==> config.mk <==
export PLATFORM = sky130hd
export DESIGN_NAME = tile_lane_scorer
export DESIGN_NICKNAME = d
export VERILOG_FILES = /design/src/rtl/tile_lane_scorer.sv
export SDC_FILE = /design/constraint.sdc
export NUM_CORES = 1
export LEC_CHECK = 0
export CAP_MARGIN = 20
export CORE_AREA = 2 2 175 177
export DETAILED_ROUTE_END_ITERATION = 12
export DIE_AREA = 0 0 177 179
export PLACE_DENSITY_LB_ADDON = 0.15
export SLEW_MARGIN = 30
export SYNTH_ARGS = -nofsm -noshare
export SYNTH_HDL_FRONTEND = slang
export SYNTH_SLANG_ARGS = --single-unit
==> constraint.sdc <==
create_clock -name Clk -period 7 [get_ports Clk]
set_clock_uncertainty 0.2 [all_clocks]
set_input_delay 1.05 -clock Clk [delete_from_list [all_inputs] [get_ports Clk]]
set_output_delay 1.05 -clock Clk [all_outputs]
set_load 0.005 [all_outputs]
==> src/rtl/tile_lane_scorer.sv <==
// Four-lane falling-tile store: spawns tiles at y=0, advances them per frame_tick,
// judges synchronized key presses against a hit window, and keeps score/miss counts.
module tile_lane_scorer #(
  parameter int DEPTH    = 4,
  parameter int Y_W      = 10,
  parameter int SCREEN_H = 480,
  parameter int HIT_LO   = 400,
  parameter int HIT_HI   = 460,
  parameter int MAX_MISS = 3
) (
  input  logic                     Clk,
  input  logic                     Reset,
  input  logic                     start,
  input  logic                     frame_tick,
  input  logic [3:0]               speed,
  input  logic [3:0]               block,
  input  logic [3:0]               kill,
  input  logic [1:0]               rd_lane,
  input  logic [$clog2(DEPTH)-1:0] rd_idx,
  output logic [Y_W-1:0]           rd_y,
  output logic                     rd_valid,
  output logic [15:0]              score,
  output logic [3:0]               misses,
  output logic                     game_over,
  output logic                     playing,
  output logic                     overflow
);
  localparam int PW = $clog2(DEPTH);
  localparam int CW = PW + 1;
  localparam logic [1:0] S_IDLE = 2'd0;
  localparam logic [1:0] S_PLAY = 2'd1;
  localparam logic [1:0] S_OVER = 2'd2;
  localparam logic [Y_W-1:0] SCR_Y = Y_W'(SCREEN_H);
  localparam logic [Y_W-1:0] LO_Y  = Y_W'(HIT_LO);
  localparam logic [Y_W-1:0] HI_Y  = Y_W'(HIT_HI);
  localparam logic [3:0]     MAX_M = 4'(MAX_MISS);

  function automatic logic [Y_W-1:0] sat_add_y(input logic [Y_W-1:0] y, input logic [3:0] s);
    logic [Y_W:0] sum;
    sum = {1'b0, y} + {{(Y_W-3){1'b0}}, s};
    return sum[Y_W] ? {Y_W{1'b1}} : sum[Y_W-1:0];
  endfunction

  function automatic logic [15:0] sat_add_score(input logic [15:0] sc, input logic [2:0] n);
    logic [16:0] sum;
    sum = {1'b0, sc} + {14'd0, n};
    return sum[16] ? 16'hFFFF : sum[15:0];
  endfunction

  function automatic logic [3:0] sat_add_miss(input logic [3:0] m, input logic [3:0] n);
    logic [4:0] sum;
    sum = {1'b0, m} + {1'b0, n};
    return (sum >= {1'b0, MAX_M}) ? MAX_M : sum[3:0];
  endfunction

  logic [1:0]     state;
  logic [3:0]     ks1, ks2, ks3;
  logic [PW-1:0]  head [4];
  logic [PW-1:0]  tail [4];
  logic [CW-1:0]  cnt  [4];
  logic [Y_W-1:0] ty   [4][DEPTH];

  logic           active;
  logic [3:0]     press, hit, expire, pop, push, drop;
  logic [Y_W-1:0] head_y [4];
  logic [3:0]     miss_inc;
  logic [2:0]     hit_cnt;

  // Once the miss limit is reached the field freezes until the FSM leaves PLAY.
  assign active = (state == S_PLAY) && (misses != MAX_M);
  assign press  = ks2 & ~ks3;

  always_comb begin
    hit      = '0;
    expire   = '0;
    pop      = '0;
    push     = '0;
    drop     = '0;
    miss_inc = '0;
    hit_cnt  = '0;
    for (int l = 0; l < 4; l++) begin
      head_y[l] = ty[l][head[l]];
      if (active) begin
        if (press[l] && cnt[l] != '0 && head_y[l] >= LO_Y && head_y[l] <= HI_Y)
          hit[l] = 1'b1;
        else if (press[l])
          miss_inc = miss_inc + 4'd1;
        // A missed press does not shield an expired head; both count.
        if (!hit[l] && cnt[l] != '0 && head_y[l] >= SCR_Y) begin
          expire[l] = 1'b1;
          miss_inc  = miss_inc + 4'd1;
        end
        pop[l] = hit[l] | expire[l];
        if (block[l]) begin
          if (cnt[l] == CW'(DEPTH)) drop[l] = 1'b1;
          else                      push[l] = 1'b1;
        end
        hit_cnt = hit_cnt + {2'b0, hit[l]};
      end
    end
  end

  always_ff @(posedge Clk or posedge Reset) begin
    if (Reset) begin
      state    <= S_IDLE;
      score    <= '0;
      misses   <= '0;
      overflow <= 1'b0;
      ks1      <= '0;
      ks2      <= '0;
      ks3      <= '0;
      for (int l = 0; l < 4; l++) begin
        head[l] <= '0;
        tail[l] <= '0;
        cnt[l]  <= '0;
      end
    end else begin
      ks1 <= kill;
      ks2 <= ks1;
      ks3 <= ks2;
      if (start) begin
        state    <= S_PLAY;
        score    <= '0;
        misses   <= '0;
        overflow <= 1'b0;
        for (int l = 0; l < 4; l++) begin
          head[l] <= '0;
          tail[l] <= '0;
          cnt[l]  <= '0;
        end
      end else begin
        if (state == S_PLAY && misses == MAX_M) state <= S_OVER;
        score  <= sat_add_score(score, hit_cnt);
        misses <= sat_add_miss(misses, miss_inc);
        if (|drop) overflow <= 1'b1;
        for (int l = 0; l < 4; l++) begin
          if (pop[l])  head[l] <= head[l] + PW'(1);
          if (push[l]) tail[l] <= tail[l] + PW'(1);
          cnt[l] <= cnt[l] + CW'(push[l]) - CW'(pop[l]);
        end
      end
    end
  end

  // Tile positions carry no reset; occupancy alone decides which slots are live.
  always_ff @(posedge Clk) begin
    for (int l = 0; l < 4; l++) begin
      for (int s = 0; s < DEPTH; s++) begin
        if (active && push[l] && PW'(s) == tail[l])
          ty[l][s] <= '0;
        else if (active && frame_tick && ({1'b0, PW'(s) - head[l]} < cnt[l]))
          ty[l][s] <= sat_add_y(ty[l][s], speed);
      end
    end
  end

  logic [PW-1:0] rd_slot;
  assign rd_slot   = head[rd_lane] + rd_idx;
  assign rd_valid  = {1'b0, rd_idx} < cnt[rd_lane];
  assign rd_y      = rd_valid ? ty[rd_lane][rd_slot] : '0;
  assign game_over = (state == S_OVER);
  assign playing   = (state == S_PLAY);
endmodule

---- Yosys cells after proc, flatten, opt, wreduce, memory -nomap -nowiden ----
Memory sizes are Yosys's and may differ from the RTL's.
Cells that the tools add are included.
cells by class
  add/subtract/negate cells ............... 61
  magnitude comparators ................... 36
  eq/ne operators ......................... 20
  muxes and demuxes ....................... 221
  bitwise gates (word level) .............. 28
  reductions and logical operators ........ 82
operator list
  kind                   count
  $mux W10               43
  $add A10 B4 Y11        16
  $mux W1                129
  $bmux W10 S2           5
  $ge A10 B9 Y1 const B  8
  $mux W4                20
  $logic_and A1 B1 Y1    59
  $lt A2 B3 Y1           17
  $le A10 B9 Y1 const B  4
  $mux W16               2
  $add A4 B1 Y4 const B  7
  $mux W2                12
  $add A3 B1 Y3          7
  $or A1 B1 Y1           20
  $reduce_bool A2 Y1     10
  $ge A3 B3 Y1 const B   6
  $not A2 Y3             6
  $add A16 B3 Y17        1
  $add A2 B1 Y2 const B  8
  $eq A2 B2 Y1 const A   8
  $mux W8                2
  $sub A1 B2 Y2 const A  8
  $sub A2 B2 Y2 const A  8
  $mux W3                5
  19 further kinds       37
word-level totals
  flip-flop bits (word level) ............. 63
  RAM bits ................................ 160
  bits of input ports ..................... 20
  output and inout bits ................... 34
  word-level logic and storage cells ...... 468
  memories kept ........................... 1
memories
  memory  depth  width  rd ports  clocked after memory_dff  wr ports  line  source
  ty      4      40     5         0                         4         61    logic [Y_W-1:0] ty [4][DEPTH];

---- Depth between registers and ports, before layout ----
Gate-level depths: netlist of the first run.
  word-level depth ........................ 39
  gate-level depth with buffers ........... 36

---- Worst setup path before layout of the first run ----
Ideal clock, no wire load.
  path kind ............................... flip-flop to flip-flop
  from .................................... register head[6] (netlist bit)
  to ...................................... register misses[0]
  library setup time ...................... 0.136 ns
  arrival time ............................ 6.968 ns
  required time ........................... 6.664 ns
  setup slack ............................. -0.304 ns
  cell stages (with the launch flop) ...... 31
  buffers on the path ..................... 1
  clock period less this slack ............ 7.304 ns
  cells stage by stage .................... dfrtp_1 > clkbuf_1 > mux4_2 > or4b_2 > nor3_1 > nor3b_1 > ha_1 > nand2_1 > inv_1 > ha_1 > and2_1 > a22o_1 > ha_1 > o21ai_0 > a31oi_1 > ha_1 > o21ai_0 > nor4_1 > a2111oi_2 > nor2_1 > ha_1 > nand2_1 > o31ai_1 > ha_1 > mux2i_1 > nand2b_1 > fa_1 > a2111oi_0 > a21oi_1 > nor4_1 > a21oi_1
between the ends
  cells in the longest elaborated chain, start to end .. 39
RTL lines
  what                                                                   line  source
  start, declared                                                        58    logic [PW-1:0] head [4];
  start signal, assigned by index                                        137   if (pop[l]) head[l] <= head[l] + PW'(1);
  $not A2 Y3 (not written as such) *                                     82    head_y[l] = ty[l][head[l]];
  $bmux W10 S2 *                                                         82
  $mux W10 (not written as such) * (2 in series)                         82
  parallel branches: the longest is 8 deep, another holds $ge A10 B9 Y1  n/a
  $mux W4 *                                                              89    if (!hit[l] && cnt[l] != '0 && head_y[l] >= SCR_Y) begin
  $mux W4 *                                                              83    if (active) begin
  $add A4 B1 Y4                                                          87    miss_inc = miss_inc + 4'd1;
  $mux W4                                                                86    else if (press[l])
  [... 15 more ...]                                                      n/a
  $mux W4                                                                83
  $add A4 B1 Y4                                                          91    miss_inc = miss_inc + 4'd1;
  $mux W4                                                                89
  $mux W4 *                                                              83
  $add A4 B4 Y5 *                                                        52    sum = {1'b0, m} + {1'b0, n};
  $ge A5 B2 Y1                                                           53    return (sum >= {1'b0, MAX_M}) ? MAX_M : sum[3:0];
  $mux W4 *                                                              53
  $mux W4 *                                                              121   if (start) begin
  end signal, assigned                                                   134   misses <= sat_add_miss(misses, miss_inc);
  end, declared                                                          23    output logic [3:0] misses,
Mark *: on every way between the ends. The select of a mux whose other input is x is not followed.
A chain may end at the register's enable or synchronous reset.

---- Final worst setup path of the first run ----
  from .................................... register head[6] (netlist bit)
  to ...................................... register misses[1]
The elaborated chain is that of the path after synthesis.

==> metrics.md, run 1 <==
| Metric | Value |
|---|---|
| Status | `finished, final reports clean` |
| Dpl cells | `2084` |
| Register area | `6381 µm²` |
| Yosys reg bits | `223` |
| Clk_lat worst skew | `550 ps` |
| Max-Cap Viols | `0` |
| Final-report setup violation count | `0` |
| DRT iter0 DRCs | `1511` |
| Final #Nets | `1885` |
| Worst Tran Pin Value | `905.7 ps` |
| Highest net fanout along the worst path | `3` |
| Die area | `31680 µm²` |
| Family with the most delay on the worst path | `adder cells` |
| Starting Density | `0.5555` |
| Pwr/cell area | `414.8 nW/µm²` |
| CP max-delay cell | `or4b_4` |
| Drt total wl | `48680 µm` |
| Req. time, crit path | `7200 ps` |
| Stages on worst setup path | `30` |
| Chip height | `179 µm` |
| Synthesis-to-finish area growth | `12.92%` |
| Async set-or-reset flop fraction in the synthesized netlist | `0.2825` |
| Share of cells above drive strength 1 | `0.1232` |
| Vias per inst | `6.317` |
| TritonCTS buffer count | `26` |
| Critical path endpoint category | `flip-flop` |
| CTS Buffer Depth | `3` |
| Remaining DRCs | `0` |
| Post-synth EDFFs | `160` |
| Main synth FF type | `edfxtp_1` |
| Layout fillers | `2461` |
| Final cell count without fillers | `2133` |
| Top Ports | `54` |
| Final Cell Area | `18840 µm²` |
| CP Buf/Inv Count | `2` |
| Pleak | `7.392 nW` |
| WL/cell | `22.82 µm` |
| Via count | `13480` |
| Rows | `64` |
| Post-route ant nets | `0` |
| Sequential share of the synthesized area | `0.3825` |
| Final hold violations | `0` |
| DP HPWL | `36890 µm` |
| HP Class | `reg2reg` |
| WP data arrival | `6960 ps` |
| Most frequent cell on the critical path | `ha_1` |
| Clk sink count | `223` |
| Placed Area | `17840 µm²` |
| TritonCTS clock tree | `done` |
| Most frequent cells in the layout | `a21oi_1 (184), edfxtp_1 (160), nor2_1 (133)` |
| Routability congestion estimate | `1.010` |
| Min cycle time layout | `6757 ps` |
| H-tree depth | `1` |
| Die Wd | `177 µm` |
| Tot Pwr | `7.813 mW` |
| Vias in the first global route | `12560` |
| Port Buffers | `53` |
| First-pass GRT wire length | `74250 µm` |
| Crit path launch type | `flip-flop` |
| CORE AREA | `30030 µm²` |
| Initial antenna violation count | `0` |
| Area of the multi-input gates | `9818 µm²` |
| Synth Cell Area | `16680 µm²` |
| CTS clock-pin slew for the worst setup and hold paths | `60 ps` |
| Peak VDD IR | `0.2475 mV` |
| Commonest non-fill, non-tap cell in the layout | `a21oi_1` |
| YS warnings | `0` |
| Total GRT Usage | `0.3109` |
| Syn Inst Count | `1647` |
| Slew Viols, Final | `0` |
| Cell variety after synth | `61` |
| Grt ovf | `0` |
| Critical path type | `reg2reg` |
| Root Driver | `clkbuf_16` |
| 1st-pass router iterations | `7` |
| Largest net degree at the start of global routing | `64` |
| Avg Cell Area, Syn | `10.13 µm²` |
| Achievable clock frequency | `0.1480 GHz` |
| Worst path max stage delay | `600 ps` |
| Reg2Reg Depth | `30` |
| Slew margin rel. | `0.3939` |
| Period utilization | `0.9653` |
| Hold Path Depth | `0` |
| Antenna diodes | `0` |
==> Yosys cell counts (14+ instances only) <==
cell type	n	area, µm²
xnor2_1	59	516.8
fa_1	22	440.4
nor3_1	75	375.4
nor2b_1	47	294.0
and2_1	38	237.7
nand3_1	41	205.2
ha_1	124	1551
nand4_1	22	137.6
nor2_1	134	503.0
xor2_1	61	534.3
inv_1	96	360.4
and3_1	32	200.2
nand2b_1	42	262.8
o21ai_0	51	255.2
a31oi_1	16	100.1
a21oi_1	185	925.9
a21o_1	20	150.1
o21a_1	14	105.1
dfrtp_1	63	1577
clkbuf_1	52	195.2
edfxtp_1	160	4805
nand2_1	105	394.1
mux4_2	74	1667
==> flip-flops by register name (all words and copies together), names as in the netlist <==
register and flops:
ty 160, head 8, tail 8, ks2 4, ks1 4, cnt 12, misses 4, ks3 4
state 2, overflow 1, score 16
==> worst register-to-register path: cells and delay by family (launching register included) <==
kind,cells,cell delay [ps]
buffers and inverters,2,170
adders and majority gates,7,2100
AOI/OAI and AO/OA,9,1430
DFF,1,370
and+or+nand+nor,10,1790
muxes,2,590
==> layout make-up <==
type                            instances  share of cell area
Sequential cell                       223              0.3387
Clock buffer                           36             0.03925
Inverter                               96             0.01913
Timing Repair Buffer                  110             0.05015
Tap cell                              396             0.02630
Multi-Input combinational cell       1262              0.5212
Clock inverter                         10            0.005247
==> per-stage QoR <==
step / TNS (ps) / hold WS [ps] / util / setup WS (ps)
global route: -147.2 / 171.6 / 0.6273 / -80.79
detailed placement: -330.1 / 139.4 / 0.5942 / -167.8
floorplan: 0 / 131.2 / - / 24.53
CTS: 0 / 152.6 / 0.6225 / 33.73
global placement: 0 / 139.0 / 0.5943 / 43.08
finish: 0 / 152.5 / 0.6273 / 242.8
==> cell families (layout without fill, tap and decap cells) <==
group                    count (synthesis)  after routing  share of synthesized area
AO/OA/AOI/OAI                          322            322                     0.1115
XOR/XNOR                               121            121                    0.06398
adder cells (fa/ha/maj)                147            147                     0.1201
buffers and inverters                  163            252                    0.03758
flip-flops                             223            223                     0.3825
multiplexers                            82             82                     0.1047
other                                    1              2                  0.0002248
AND/OR/NAND/NOR                        588            588                     0.1795
==> routing by layer <==
layer | part of all wire | routed length [µm] | GRT usage
met1 | 0.42 | 20520 | 0.4560
met2 | 0.44 | 21270 | 0.4682
met3 | 0.093 | 4534 | 0.03880
met4 | 0.048 | 2358 | 0.1278
met5 | 0 | 0 | 0
==> worst paths after layout <==
| path | startpoint | to | slack, ps |
|---|---|---|---|
| setup / recovery | head[6] | misses[1] | 240 |
| hold / removal | ks1[2] | ks2[2] | 150 |
| setup reg to reg | head[6] | misses[1] | 240 |
| hold reg to reg | ks1[2] | ks2[2] | 150 |
| max in group asynchronous | Reset | misses[2] | 5190 |
| min in group asynchronous | Reset | ks1[3] | 880 |
==> where the power goes <==
part	switching [mW]	internal, mW	total, mW
clock network	0.565	0.805	1.37
logic	2.07	1.65	3.72
registers	0.685	2.04	2.72
==> repair_timing <==
action,in CTS,in global routing
buffers inserted,0,3
hold buffers,0,0
resized for setup,4,23
pin swaps,2,17
endpoints found under the hold margin,0,0
setup endpoints to repair,2,2
Power figures use the tool's default switching activity.
==> run 2, diff against run 1 <==
Settings changed: SLEW_MARGIN 30 to 25.
==> run 2 against run 1 <==
Via count about the same; sequential share of layout area barely moved; largest power group unchanged; highest routed layer unchanged; final area about the same.
==> metrics.md, run 2 (synthesis results as in run 1) <==
| Metric | Value |
|---|---|
| Grt ovf | `0 (unchanged)` |
| Crit path launch type | `flip-flop` |
| Placement Setup Slack | `-167.8 ps (unchanged)` |
| 1st-pass router iterations | `7 (unchanged)` |
| Via count | `13490 (+0.082%)` |
| Max-Cap Viols | `0 (unchanged)` |
| R2R Path End | `misses[1]` |
| CTS clock-pin slew for the worst setup and hold paths | `60 ps (about the same)` |
| Highest net fanout along the worst path | `3 (unchanged)` |
| TritonCTS clock tree | `done` |
| WL/cell | `22.80 µm (-0.10%)` |
| Chip height | `179 µm (unchanged)` |
| Clk_lat worst skew | `550 ps (about the same)` |
| Final hold violations | `0 (unchanged)` |
| CTS Hold Buffers Added | `0 (unchanged)` |
| Share of cells above drive strength 1 | `0.1233 (about the same)` |
| Clk sink count | `223 (unchanged)` |
| GR peak layer | `met2` |
| Peak VDD IR | `0.2484 mV (+0.34%)` |
| Regs by FF count | `ty x160, score x16, cnt x12` |
| Max reg flops | `160 (unchanged)` |
| Final #Nets | `1884 (-0.053%)` |
| Rows | `64 (unchanged)` |
| Final cell count without fillers | `2132 (-0.047%)` |
| Most frequent cell on the critical path | `ha_1` |
| Period utilization | `0.9570 (-0.008358)` |
| First-pass GRT wire length | `74250 µm (unchanged)` |
| Hold Crit Start | `ks1[2]` |
| H-tree depth | `1 (unchanged)` |
| Most flops, register | `ty` |
| Most frequent cells in the layout | `a21oi_1 (184), edfxtp_1 (160), nor2_1 (133)` |
| Final-report setup violation count | `0 (unchanged)` |
| Commonest non-fill, non-tap cell in the layout | `a21oi_1` |
| TritonCTS buffer count | `26 (unchanged)` |
| WP data arrival | `6880 ps (-80 ps)` |
| Hold Path Depth | `0 (unchanged)` |
| Total GRT Usage | `0.3109 (unchanged)` |
| Final setup margin | `301.3 ps (+58.51 ps)` |
| Pwr/cell area | `415.0 nW/µm² (about the same)` |
| Synthesis-to-finish area growth | `12.88% (about the same)` |
| Status | `finished, final reports clean` |
| Die area | `31680 µm² (unchanged)` |
| Initial antenna violation count | `0 (unchanged)` |
| Dpl cells | `2084 (unchanged)` |
| GRT met1 Usage | `0.4560 (unchanged)` |
| Min cycle time layout | `6699 ps (-58.51 ps)` |
| Routability congestion estimate | `1.010 (unchanged)` |
| Port Buffers | `53 (unchanged)` |
| Starting Density | `0.5555 (unchanged)` |
| DRT iter0 DRCs | `1490 (-1.4%)` |
| Slew Viols, Final | `0 (unchanged)` |
| Remaining DRCs | `0 (unchanged)` |
| Req. time, crit path | `7180 ps (-20 ps)` |
| R2R Setup Slk | `300 ps (+60 ps)` |
| Slew margin rel. | `0.3227 (-0.07119)` |
| Largest net degree at the start of global routing | `64 (unchanged)` |
| Root Driver | `clkbuf_16` |
| Worst path max stage delay | `590 ps (about the same)` |
| Critical path type | `reg2reg` |
| Hold EP | `ks2[2]` |
| Reg2Reg Depth | `29 (-3.3%)` |
| Drt total wl | `48600 µm (-0.15%)` |
| Worst r2r src | `head[6]` |
| Vias per inst | `6.326 (+0.13%)` |
| Antenna diodes | `0 (unchanged)` |
| Achievable clock frequency | `0.1493 GHz (+0.87%)` |
| HP Class | `reg2reg` |
| Die Wd | `177 µm (unchanged)` |
| DP HPWL | `36890 µm (unchanged)` |
| CP max-delay cell | `or4b_4` |
| CTS Buffer Depth | `3 (unchanged)` |
| GRT met3 Usage | `0.03880 (unchanged)` |
| CORE AREA | `30030 µm² (unchanged)` |
| Post-route ant nets | `0 (unchanged)` |
| Critical path endpoint category | `flip-flop` |
| Vias in the first global route | `12560 (unchanged)` |
| Pleak | `7.386 nW (about the same)` |
| Grt met2 use | `0.4682 (unchanged)` |
| Top Ports | `54 (unchanged)` |
| Worst Tran Pin Value | `1016 ps (+110.1 ps)` |
## run 2: layer usage
| layer | part of all wire | vias to the layer above |
|---|---|---|
| met3 | 0.087 | 116 |
| met4 | 0.048 | 0 |
| met5 | 0 | - |
| met1 | 0.43 | 6590 |
| met2 | 0.44 | 623 |
| li1 | - | 6157 |
## run 2: where the power goes
group	total [mW]	switching, mW	internal (mW)
logic	3.72	2.07	1.65
clock network	1.37	0.567	0.805
registers	2.72	0.682	2.04
## run 2: worst max path at each step
stage          startpoint        end  slack, ps
2_1_floorplan     head[6]  misses[0]         20
3_3_place_gp      head[6]  misses[0]         40
3_5_place_dp      head[6]  misses[1]       -170
4_1_cts           head[6]  misses[1]         30
5_1_grt           head[6]  misses[0]        -20
6_report          head[6]  misses[1]        300
## run 2: cell type report
class | count | area (µm²)
fillers | 2461 | 11200
clock buffers | 36 | 739.5
repair buffers | 109 | 934.6
clock inverters | 10 | 98.84
well taps | 396 | 495.5
flip-flops and latches | 223 | 6381
inverters | 96 | 360.3
multi-input cells | 1262 | 9821
## run 2: critical path, delay by kind of cell (launching register included)
kind	cells	cell delay [ps]
flip-flops	1	390
AO/OA/AOI/OAI	9	1420
adder cells (fa/ha/maj)	7	2090
multiplexers	2	610
AND/OR/NAND/NOR	10	1760
buffers and inverters	1	50
## run 2: what timing repair did
item | in CTS | in global routing
hold endpoints to repair | 0 | 0
resized for setup | 4 | 24
pin swaps | 2 | 17
setup buffers | 0 | 3
endpoints found under the setup margin | 2 | 2
## run 2: through the flow
| step | setup TNS, ps | instance area [µm²] | power, mW | hold WS, ps | utilization |
|---|---|---|---|---|---|
| 6_report | 0 | 18830 | 7.814 | 152.3 | 0.6271 |
| 2_1_floorplan | 0 | 16700 | 4.906 | 131.2 | - |
| 5_1_grt | -24.75 | 18830 | 8.286 | 171.6 | 0.6271 |
| 3_5_place_dp | -330.1 | 17840 | 6.193 | 139.4 | 0.5942 |
| 4_1_cts | 0 | 18690 | 7.596 | 152.6 | 0.6225 |
| 3_3_place_gp | 0 | 17850 | 6.106 | 139.0 | 0.5943 |
==> run 3, diff against run 2 <==
Settings changed: RECOVER_POWER set to 25, SETUP_SLACK_MARGIN set to 0.2.
==> run 3 against run 2 <==
Die area is the same; register-to-register slack is essentially flat; sequential share of layout area grew 0.19 points; largest cell class unchanged; critical endpoint unchanged; fmax shrank 0.18%; combinational power shrank 4%; final area shrank 0.55%; wire length grew 0.27%; first-iteration DRC count grew 3.6%; power shrank 0.59%.
==> metrics.md, run 3 (synthesis results as in run 1) <==
| Metric | Value |
|---|---|
| Clk_lat worst skew | `560 ps (about the same)` |
| Internal power | `4.437 mW (-1.3%)` |
| CP max-delay cell | `mux4_2` |
| Worst hold slack | `153.1 ps (+0.7550 ps)` |
| Logic gate share of total power | `0.458 (-0.018)` |
| Critical path type | `reg2reg` |
| Peak VDD IR | `0.2809 mV (+13%)` |
| Port Buffers | `53 (unchanged)` |
| Routability congestion estimate | `0.9685 (-4.1%)` |
| Min cycle time layout | `6711 ps (+12.23 ps)` |
| CTS clock-pin slew for the worst setup and hold paths | `60 ps (about the same)` |
| Chip height | `179 µm (unchanged)` |
| GR peak layer | `met2` |
| Sequential power share | `0.362 (+0.014)` |
| Vias in the first global route | `12620 (+0.53%)` |
| Placed Area | `17660 µm² (-1.0%)` |
| Reg2Reg Depth | `32 (+10%)` |
| Most frequent cell on the critical path | `ha_1` |
| Via count | `13380 (-0.82%)` |
| Worst Tran Pin Value | `1009 ps (-6.779 ps)` |
| Vias per inst | `6.327 (about the same)` |
| Drt total wl | `48730 µm (+0.27%)` |
| Most flops, register | `ty` |
| Worst r2r src | `head[6]` |
| Max-Cap Viols | `0 (unchanged)` |
| Synthesis-to-finish area growth | `12.26%` |
| Most frequent cells in the layout | `a21oi_1 (184), edfxtp_1 (160), nor2_1 (133)` |
| Period utilization | `0.9587 (+0.001748)` |
| Switching share of power | `0.4288 (+0.004175)` |
| Critical path endpoint category | `flip-flop` |
| Achievable clock frequency | `0.1490 GHz (-0.18%)` |
| Die Wd | `177 µm (unchanged)` |
| Regs by FF count | `ty x160, score x16, cnt x12` |
| Antenna diodes | `0 (unchanged)` |
| First-pass GRT wire length | `73830 µm (-0.57%)` |
| Highest net fanout along the worst path | `6 (+3)` |
| Req. time, crit path | `7190 ps (about the same)` |
| Status | `finished, final reports clean` |
| CORE AREA | `30030 µm² (unchanged)` |
| Crit path launch type | `flip-flop` |
| TritonCTS clock tree | `done` |
| Die area | `31680 µm² (unchanged)` |
| WL/cell | `23.05 µm (+1.1%)` |
| Largest net degree at the start of global routing | `64 (unchanged)` |
| DRT iter0 DRCs | `1544 (+3.6%)` |
| Starting Density | `0.5555 (unchanged)` |
| Layout fillers | `2452 (-0.37%)` |
| Post-route ant nets | `0 (unchanged)` |
| Grt met2 use | `0.4754 (+0.007134)` |
| Worst path max stage delay | `510 ps (-80 ps)` |
| GRT met3 Usage | `0.04919 (+0.01039)` |
| HP Class | `reg2reg` |
| Slew Viols, Final | `0 (unchanged)` |
| Initial antenna violation count | `0 (unchanged)` |
| WP data arrival | `6900 ps (+20 ps)` |
| R2R Path End | `misses[1]` |
| Core Util, Final | `0.6236 (-0.003458)` |
| TritonCTS buffer count | `26 (unchanged)` |
| Pwr/cell area | `414.8 nW/µm² (about the same)` |
| H-tree depth | `1 (unchanged)` |
| Remaining DRCs | `0 (unchanged)` |
| Share of cells above drive strength 1 | `0.1147 (-0.008604)` |
| Slew margin rel. | `0.3273 (+0.004519)` |
| Final setup TNS | `0 ps (unchanged)` |
| Final Cell Area | `18730 µm² (-0.55%)` |
| CTS Buffer Depth | `3 (unchanged)` |
| RSZ-0062 raised after global routing | `yes` |
| Top Ports | `54 (unchanged)` |
| Clk sink count | `223 (unchanged)` |
| Hold EP | `ks2[0]` |
| Total GRT Usage | `0.3097 (-0.001123)` |
| Commonest non-fill, non-tap cell in the layout | `a21oi_1` |
| Rows | `64 (unchanged)` |
| GRT met1 Usage | `0.4452 (-0.01076)` |
| Grt ovf | `0 (unchanged)` |
| Max reg flops | `160 (unchanged)` |
| R2R Setup Slk | `290 ps (about the same)` |
| DP HPWL | `35950 µm (-2.6%)` |
| P_sw | `3.331 mW (+0.39%)` |
| Final hold violations | `0 (unchanged)` |
| Pleak | `7.302 nW (-1.1%)` |
| Hold Crit Start | `ks1[0]` |
| Hold Path Depth | `0 (unchanged)` |
| Tot Pwr | `7.768 mW (-0.59%)` |
| Clock share of power | `0.180 (+0.004)` |
| 1st-pass router iterations | `6 (-1)` |
| Final-report setup violation count | `0 (unchanged)` |
| Root Driver | `clkbuf_16` |
| Final #Nets | `1864 (-1.1%)` |
run 3: per-stage QoR:
| step | instances | setup WS [ps] |
|---|---|---|
| global placement | 2057 | 228.7 |
| floorplan | 1648 | 251.1 |
| detailed placement | 2057 | 89.14 |
| finish | 2114 | 289.1 |
| CTS | 2107 | 219.9 |
| global route | 2114 | -84.56 |
run 3: timing repair:
item                       4_1_cts  5_1_grt
setup buffers                    2        7
setup endpoints to repair        2        2
cloned                           0        0
pin swaps                        3       21
hold buffers                     0        0
gates resized for setup          2       18
run 3: worst max path at each step:
| stage | startpoint | to | slack [ps] |
|---|---|---|---|
| final | head[6] | misses[1] | 290 |
| after global routing | head[6] | misses[1] | -80 |
| after CTS | head[6] | misses[1] | 220 |
| after detailed placement | head[6] | misses[1] | 90 |
| after global placement | head[6] | misses[0] | 230 |
| after floorplan | head[6] | misses[0] | 250 |
run 3: cell type report:
| type | count | area, µm² | area share |
|---|---|---|---|
| clock buffers | 41 | 820.8 | 0.04383 |
| inverters | 96 | 360.3 | 0.01924 |
| well taps | 396 | 495.5 | 0.02646 |
| repair buffers | 89 | 789.5 | 0.04216 |
| multi-input cells | 1262 | 9828 | 0.5248 |
| flip-flops and latches | 223 | 6381 | 0.3407 |
| clock inverters | 7 | 51.30 | 0.002739 |
run 3: power groups by stage:
stage	registers, mW	logic [mW]	clock network [mW]
after floorplan	2.39	2.55	0
after global placement	2.76	3.26	0
after detailed placement	2.78	3.34	0
after CTS	2.76	3.39	1.41
after global routing	2.83	3.94	1.46
final	2.81	3.56	1.40
run 3: critical path, delay by kind of cell (launching register included):
family	cells	cell delay (ps)
and+or+nand+nor	11	1350
muxes	2	600
DFF	1	410
buffers and inverters	2	250
AOI/OAI and AO/OA	10	1660
adders and majority gates	7	2060
run 3: per-layer routing:
metal	wire, µm	share of wire	up-vias
li1	-	-	6107
met1	19780	0.41	6507
met2	21880	0.45	658
met3	5110	0.10	103
met4	1965	0.040	0
met5	0	0	-
